<file path="src/rtl/iic_byte_ctrl_if.sv">
// iic_byte_ctrl_if: host-side command/response channel of the IIC byte sequencer.
// Command: I_cmd_valid/O_cmd_ready handshake carrying start, stop, read, nack and wdata.
// Response: O_rsp_valid one-cycle pulse with O_rsp_rdata and O_rsp_nack.
interface iic_byte_ctrl_if;
  logic       I_cmd_valid;
  logic       O_cmd_ready;
  logic       I_cmd_start;
  logic       I_cmd_stop;
  logic       I_cmd_read;
  logic       I_cmd_nack;
  logic [7:0] I_cmd_wdata;
  logic       O_rsp_valid;
  logic [7:0] O_rsp_rdata;
  logic       O_rsp_nack;
  modport master (
    output I_cmd_valid, I_cmd_start, I_cmd_stop, I_cmd_read, I_cmd_nack, I_cmd_wdata,
    input  O_cmd_ready, O_rsp_valid, O_rsp_rdata, O_rsp_nack
  );
  modport slave (
    input  I_cmd_valid, I_cmd_start, I_cmd_stop, I_cmd_read, I_cmd_nack, I_cmd_wdata,
    output O_cmd_ready, O_rsp_valid, O_rsp_rdata, O_rsp_nack
  );
endinterface

</file>
<file path="src/rtl/iic_byte_ctrl.sv">
// iic_byte_ctrl: expands one host byte command into IIC bit-engine commands.
// Ports:
//   I_clk, I_rst          clock, synchronous active-high reset
//   host                  command/response channel (iic_byte_ctrl_if.slave)
//   O_bus_held            set by a consumed S/SR, cleared by a consumed P
//   O_dc, O_rw, O_data    engine command (000 = NOP), held until consumed
//   I_next                engine idle; a non-NOP command is consumed when high
//   I_rdata               SDA bit sampled by the engine, valid when I_next returns high
module iic_byte_ctrl #(
  parameter bit AUTO_STOP_NACK = 1'b1
) (
  input  logic     I_clk,
  input  logic     I_rst,
  iic_byte_ctrl_if.slave host,
  output logic     O_bus_held,
  output logic     O_dc,
  output logic     O_rw,
  output logic     O_data,
  input  logic     I_next,
  input  logic     I_rdata
);
  typedef enum logic [3:0] {
    IDLE, START, W_START, BIT, W_BIT, ACK, W_ACK, STOP, W_STOP, RESP
  } state_t;
  state_t     state, state_nx;
  logic [2:0] idx;
  logic       stop_r, read_r, nack_r;
  logic [7:0] wdata_r, shift_r;
  logic [2:0] cmd;
  logic       accept, go_stop;
  assign accept = host.I_cmd_valid && state == IDLE;
  // On a write, the slave's ACK bit is I_rdata in the cycle W_ACK completes.
  assign go_stop = stop_r || (AUTO_STOP_NACK && !read_r && I_rdata);
  always_ff @(posedge I_clk) begin
    if (I_rst) begin
      state            <= IDLE;
      idx              <= 3'd0;
      stop_r           <= 1'b0;
      read_r           <= 1'b0;
      nack_r           <= 1'b0;
      wdata_r          <= 8'd0;
      shift_r          <= 8'd0;
      O_bus_held       <= 1'b0;
      host.O_rsp_valid <= 1'b0;
      host.O_rsp_rdata <= 8'd0;
      host.O_rsp_nack  <= 1'b0;
    end else begin
      state            <= state_nx;
      host.O_rsp_valid <= state == RESP;
      if (accept) begin
        stop_r  <= host.I_cmd_stop;
        read_r  <= host.I_cmd_read;
        nack_r  <= host.I_cmd_nack;
        wdata_r <= host.I_cmd_wdata;
        idx     <= 3'd7;
      end
      if (state == START && I_next) O_bus_held <= 1'b1;
      if (state == STOP && I_next) O_bus_held <= 1'b0;
      if (state == W_BIT && I_next) begin
        idx <= idx - 3'd1;
        if (read_r) shift_r <= {shift_r[6:0], I_rdata};
      end
      if (state == W_ACK && I_next && !read_r) nack_r <= I_rdata;
      if (state == RESP) begin
        host.O_rsp_nack <= nack_r;
        if (read_r) host.O_rsp_rdata <= shift_r;
      end
    end
  end
  always_comb begin
    state_nx = state;
    unique case (state)
      IDLE:    state_nx = accept ? ((host.I_cmd_start || !O_bus_held) ? START : BIT) : IDLE;
      START:   state_nx = I_next ? W_START : START;
      W_START: state_nx = I_next ? BIT : W_START;
      BIT:     state_nx = I_next ? W_BIT : BIT;
      W_BIT:   state_nx = I_next ? ((idx == 3'd0) ? ACK : BIT) : W_BIT;
      ACK:     state_nx = I_next ? W_ACK : ACK;
      W_ACK:   state_nx = I_next ? (go_stop ? STOP : RESP) : W_ACK;
      STOP:    state_nx = I_next ? W_STOP : STOP;
      W_STOP:  state_nx = I_next ? RESP : W_STOP;
      RESP:    state_nx = IDLE;
      default: state_nx = IDLE;
    endcase
  end
  always_comb begin
    cmd = 3'b000;
    unique case (state)
      START:   cmd = O_bus_held ? 3'b011 : 3'b001;
      BIT:     cmd = read_r ? 3'b110 : {2'b10, wdata_r[idx]};
      ACK:     cmd = {2'b10, read_r ? nack_r : 1'b1};
      STOP:    cmd = 3'b010;
      default: cmd = 3'b000;
    endcase
    host.O_cmd_ready = state == IDLE;
  end
  assign {O_dc, O_rw, O_data} = cmd;
endmodule

</file>
<file path="src/flat_wrapper.sv">
// flat-port wrapper written by rule: the top's interface ports become plain ports
module iic_byte_ctrl_flat 
#(
  parameter bit AUTO_STOP_NACK = 1'b1
)
  (I_clk, I_rst, O_bus_held, O_dc, O_rw, O_data, I_next, I_rdata, host_I_cmd_valid, host_I_cmd_start, host_I_cmd_stop, host_I_cmd_read, host_I_cmd_nack, host_I_cmd_wdata, host_O_cmd_ready, host_O_rsp_valid, host_O_rsp_rdata, host_O_rsp_nack);
  iic_byte_ctrl_if host_i ();
  input  logic I_clk;
  input  logic I_rst;
  output logic O_bus_held;
  output logic O_dc;
  output logic O_rw;
  output logic O_data;
  input  logic I_next;
  input  logic I_rdata;
  input wire logic [$bits(host_i.I_cmd_valid)-1:0] host_I_cmd_valid;
  input wire logic [$bits(host_i.I_cmd_start)-1:0] host_I_cmd_start;
  input wire logic [$bits(host_i.I_cmd_stop)-1:0] host_I_cmd_stop;
  input wire logic [$bits(host_i.I_cmd_read)-1:0] host_I_cmd_read;
  input wire logic [$bits(host_i.I_cmd_nack)-1:0] host_I_cmd_nack;
  input wire logic [$bits(host_i.I_cmd_wdata)-1:0] host_I_cmd_wdata;
  output wire logic [$bits(host_i.O_cmd_ready)-1:0] host_O_cmd_ready;
  output wire logic [$bits(host_i.O_rsp_valid)-1:0] host_O_rsp_valid;
  output wire logic [$bits(host_i.O_rsp_rdata)-1:0] host_O_rsp_rdata;
  output wire logic [$bits(host_i.O_rsp_nack)-1:0] host_O_rsp_nack;
  assign host_i.I_cmd_valid = host_I_cmd_valid;
  assign host_i.I_cmd_start = host_I_cmd_start;
  assign host_i.I_cmd_stop = host_I_cmd_stop;
  assign host_i.I_cmd_read = host_I_cmd_read;
  assign host_i.I_cmd_nack = host_I_cmd_nack;
  assign host_i.I_cmd_wdata = host_I_cmd_wdata;
  assign host_O_cmd_ready = host_i.O_cmd_ready;
  assign host_O_rsp_valid = host_i.O_rsp_valid;
  assign host_O_rsp_rdata = host_i.O_rsp_rdata;
  assign host_O_rsp_nack = host_i.O_rsp_nack;
  iic_byte_ctrl #(.AUTO_STOP_NACK(AUTO_STOP_NACK)) u_core (.I_clk(I_clk), .I_rst(I_rst), .host(host_i), .O_bus_held(O_bus_held), .O_dc(O_dc), .O_rw(O_rw), .O_data(O_data), .I_next(I_next), .I_rdata(I_rdata));
endmodule
</file>
<file path="config.mk">
export PLATFORM = sky130hd
export DESIGN_NAME = iic_byte_ctrl_flat
export DESIGN_NICKNAME = d
export VERILOG_FILES = /design/src/rtl/iic_byte_ctrl_if.sv /design/src/rtl/iic_byte_ctrl.sv /design/src/flat_wrapper.sv
export SDC_FILE = /design/constraint.sdc
export NUM_CORES = 1
export LEC_CHECK = 0
export ABC_CLOCK_PERIOD_IN_PS = 1700
export BUFFER_PORTS_ARGS = -buffer_cell sky130_fd_sc_hd__buf_2
export CAP_MARGIN = 20
export CORE_ASPECT_RATIO = 0.6
export CORE_UTILIZATION = 45
export DETAILED_ROUTE_END_ITERATION = 8
export HOLD_SLACK_MARGIN = 0.02
export PLACE_DENSITY = 0.67
export SLEW_MARGIN = 10
export SYNTH_ARGS = -nofsm -noshare
export SYNTH_HDL_FRONTEND = slang
export SYNTH_SLANG_ARGS = --single-unit
</file>
<file path="constraint.sdc">
create_clock -name I_clk -period 1.7 [get_ports I_clk]
set_clock_uncertainty 0.05 [all_clocks]
set_input_delay 0.085 -clock I_clk [delete_from_list [all_inputs] [get_ports I_clk]]
set_output_delay 0.085 -clock I_clk [all_outputs]
set_load 0.01 [all_outputs]
</file>
==> results.cfg <==
[floorplanning]
core_area_um2 = 3423
die_h_um = 49.48
initial_utilization = 0.4938
dieArea_um2 = 4014
rows = 16
pin_count = 32
die_w_um = 81.13

[global_routing]
grt_overflow = 0
grt_start_max_net_pins = 31
antenna_found_initial = 0
grt_use_total = 0.2082
grt_pass1_vias = 1312
grt_pass1_wl_um = 6196

[logic_synthesis]
syn-num-nets = 208
avgSynthCellArea_um2 = 8.944
synthXorXnorAreaFrac = 0.005181
seq_area_frac_synth = 0.4382
synth-adder-area-share = 0.01480
syn_area_um2 = 1690
synth_top_family_by_area = simple AND/OR/NAND/NOR gates
yosys_warnings = 0
synth-simple-area-share = 0.2191
syn_inst = 189
synth_compound_area_frac = 0.1207
synthMuxAreaShare = 0.1451
ys_ff_latch = 37
synth_cell_types = 42

[power_and_ir_drop]
power.switching_uw = 614.1
switching_share = 0.2808
p_leak_uw = 0.001006
internal-power_uw = 1573
seq_power_share = 0.448
power_density_nw_per_um2 = 1022
clkPwrFrac = 0.344
peakVddDrop_mv = 0.5311
power_frac_comb = 0.208
power.total_uw = 2187

[critical_path]
startpoint = u_core.state[3]
crit_chain = buf_4 > nand2b_4 > nor3_2 > o311ai_1 > o32ai_1 > buf_2
cp_slowest_cell = dfxtp_2
critPathCaptureType = output port
cp-start-kind = flop
r2r-end = u_core.state[1]
cp.required_ps = 1560
crit_fanout = 6
cp-endpoint = O_data
reg2reg_from = u_core.state[0]
r2r_cells = 4
path_class = flop to output port
arrival_ps = 1490
max_stage_delay_ps = 360
rrSetupSlack_ps = 110

[sta]
slew-limit-headroom = 0.6433
period_share = 0.9550
hold_viol_final = 0
slew_violations = 0
worst_pin_slew_ps = 535.1
rsz0062_at_grt = true
layout_min_cycle_time_ps = 1624
setup_tns_ps = 0
finalSetupViolations = 0
max_freq_ghz = 0.6159
setup_ws_ps = 76.43

[clocking]
cts-buffers-inserted = 5
cts-root-buf = clkbuf_8
clkSinkCount = 37
path_clk_slew_ps = 70
h-tree-depth = 2
clk_path_buf_depth = 2
cts_tree = built
cts_setup_buffers = 0
clk_latency_ps = 290

[detailed_routing]
viasPerCell = 5.355
drtIter0Drc = 133
ant_nets = 0
route.detailed.drc = 0
vias = 1510
totalWireLength_um = 3904
wire_per_inst_um = 13.84
first_pass_iters = 4

[final_layout]
antennaDiodeCount = 0
final_cell_mix = 35 x dfxtp_1, 31 x buf_2, 29 x nand2_1
nFillCells = 308
final_common_cell = dfxtp_1
final_cells = 282
drive_above_1_share = 0.2616
final_area_um2 = 2141
nNetsFinal = 255
area_growth_pct = 26.65

[run]
max_cap_violations = 0

[placed_design]
post-place-cells = 263
dp_hpwl_um = 2690
io_buffer_count = 31
place_ws_ps = 133.2
dpl-instance-area_um2 = 1896
routabilityCongestion = 0.8149

[status]
status = complete, no violations

[hold_path]
min-delay-path-class = primary input to flop
-- cell families after synthesis --
| logic type | count (synthesis) |
|---|---|
| AO/OA/AOI/OAI | 31 |
| AND/OR/NAND/NOR | 79 |
| flip-flops | 37 |
| adder cells (fa/ha/maj) | 2 |
| multiplexers | 23 |
| XOR/XNOR | 1 |
| buffers and inverters | 16 |
-- power by group through the flow --
stage | Sequential, uW | Clock, uW | Combinational (uW)
floorplan | 980 | 0 | 311
global placement | 994 | 0 | 405
detailed placement | 994 | 0 | 415
CTS | 978 | 760 | 441
global route | 987 | 801 | 499
finish | 980 | 751 | 456
-- worst max-delay path: cells and delay by family, from the launching register on --
| kind | cells | cell delay, ps |
|---|---|---|
| and+or+nand+nor | 2 | 290 |
| AOI/OAI and AO/OA | 2 | 230 |
| DFF | 1 | 360 |
| buffers and inverters | 2 | 330 |
-- worst min-delay path by stage --
stage / cells past startpoint / slack (ps) / startpoint / to
floorplan: 2 / 170 / host_I_cmd_wdata[1] / u_core.wdata_r[1]
global placement: 3 / 280 / host_I_cmd_wdata[4] / u_core.wdata_r[4]
detailed placement: 3 / 280 / host_I_cmd_wdata[7] / u_core.wdata_r[7]
CTS: 3 / 30 / I_rdata / u_core.shift_r[0]
global route: 3 / 50 / host_I_cmd_nack / u_core.nack_r
finish: 3 / 30 / host_I_cmd_nack / u_core.nack_r
-- metrics by stage --
stage / hold slack [ps] / utilization
6_report: 34.18 / 0.6254
2_1_floorplan: 171.0 / -
3_3_place_gp: 278.1 / 0.5537
5_1_grt: 53.38 / 0.6254
3_5_place_dp: 282.8 / 0.5537
4_1_cts: 27.24 / 0.6206
-- metal layers --
layer,vias to the layer above,part of all wire,track usage
met5,-,0,0
met4,0,0.023,0.09226
met3,11,0.056,0.05000
met2,46,0.43,0.2927
met1,709,0.49,0.2991
li1,744,-,-
-- area by class of cell --
cell class / instances / area (um2) / area share
Inverter: 4 / 15.01 / 0.007013
Sequential cell: 37 / 745.7 / 0.3483
Timing Repair Buffer: 52 / 340.3 / 0.1590
Multi-Input combinational cell: 136 / 872.1 / 0.4074
Clock buffer: 6 / 72.57 / 0.03390
Clock inverter: 2 / 38.79 / 0.01812
Tap cell: 45 / 56.30 / 0.02630
-- flip-flops by register name, indices dropped and copies added (netlist names) --
| signal | count |
|---|---|
| u_core.wdata_r | 8 |
| u_core.state | 4 |
| u_core.read_r | 1 |
| u_core.idx | 3 |
| u_core.host.O_rsp_valid | 1 |
| u_core.O_bus_held | 1 |
| u_core.nack_r | 1 |
| u_core.host.O_rsp_nack | 1 |
| u_core.stop_r | 1 |
| u_core.shift_r | 8 |
| u_core.host.O_rsp_rdata | 8 |
-- Yosys cell counts (all sizes together) --
cell type / number / area, um2
and2: 1 / 6.260
a2bb2oi: 1 / 8.760
mux4: 1 / 22.52
or3: 1 / 6.260
clkbuf: 5 / 18.77
a32o: 1 / 10.01
nor3: 4 / 25.02
a311oi: 1 / 8.760
nand4: 1 / 12.51
o221ai: 1 / 8.760
a31o: 1 / 8.760
inv: 4 / 15.01
mux2i: 20 / 200.2
o32ai: 1 / 8.760
nand2: 29 / 108.9
a21oi: 15 / 75.07
o21a: 2 / 15.01
nor2: 29 / 111.4
dfxtp: 37 / 740.7
nand3: 5 / 25.02
o21bai: 1 / 7.510
o21ai: 1 / 5.000
o31ai: 1 / 7.510
nor4: 1 / 12.51
nor3b: 1 / 7.510
or4: 1 / 7.510
nand2b: 4 / 32.53
o311ai: 1 / 8.760
buf: 7 / 62.56
ha: 2 / 25.02
o31a: 1 / 8.760
a21boi: 1 / 7.510
xnor2: 1 / 8.760
a211oi: 2 / 15.01
nor2b: 1 / 6.260
nor4b: 1 / 8.760
mux2: 2 / 22.52
-- what timing repair did --
item,CTS,global route
gates resized for setup,6,3
pin swaps,1,0
hold buffers,10,1
endpoints found under the setup margin,1,8
cloned,0,0
hold endpoints to repair,10,1
No activity file was read; power rests on OpenSTA's default activity.
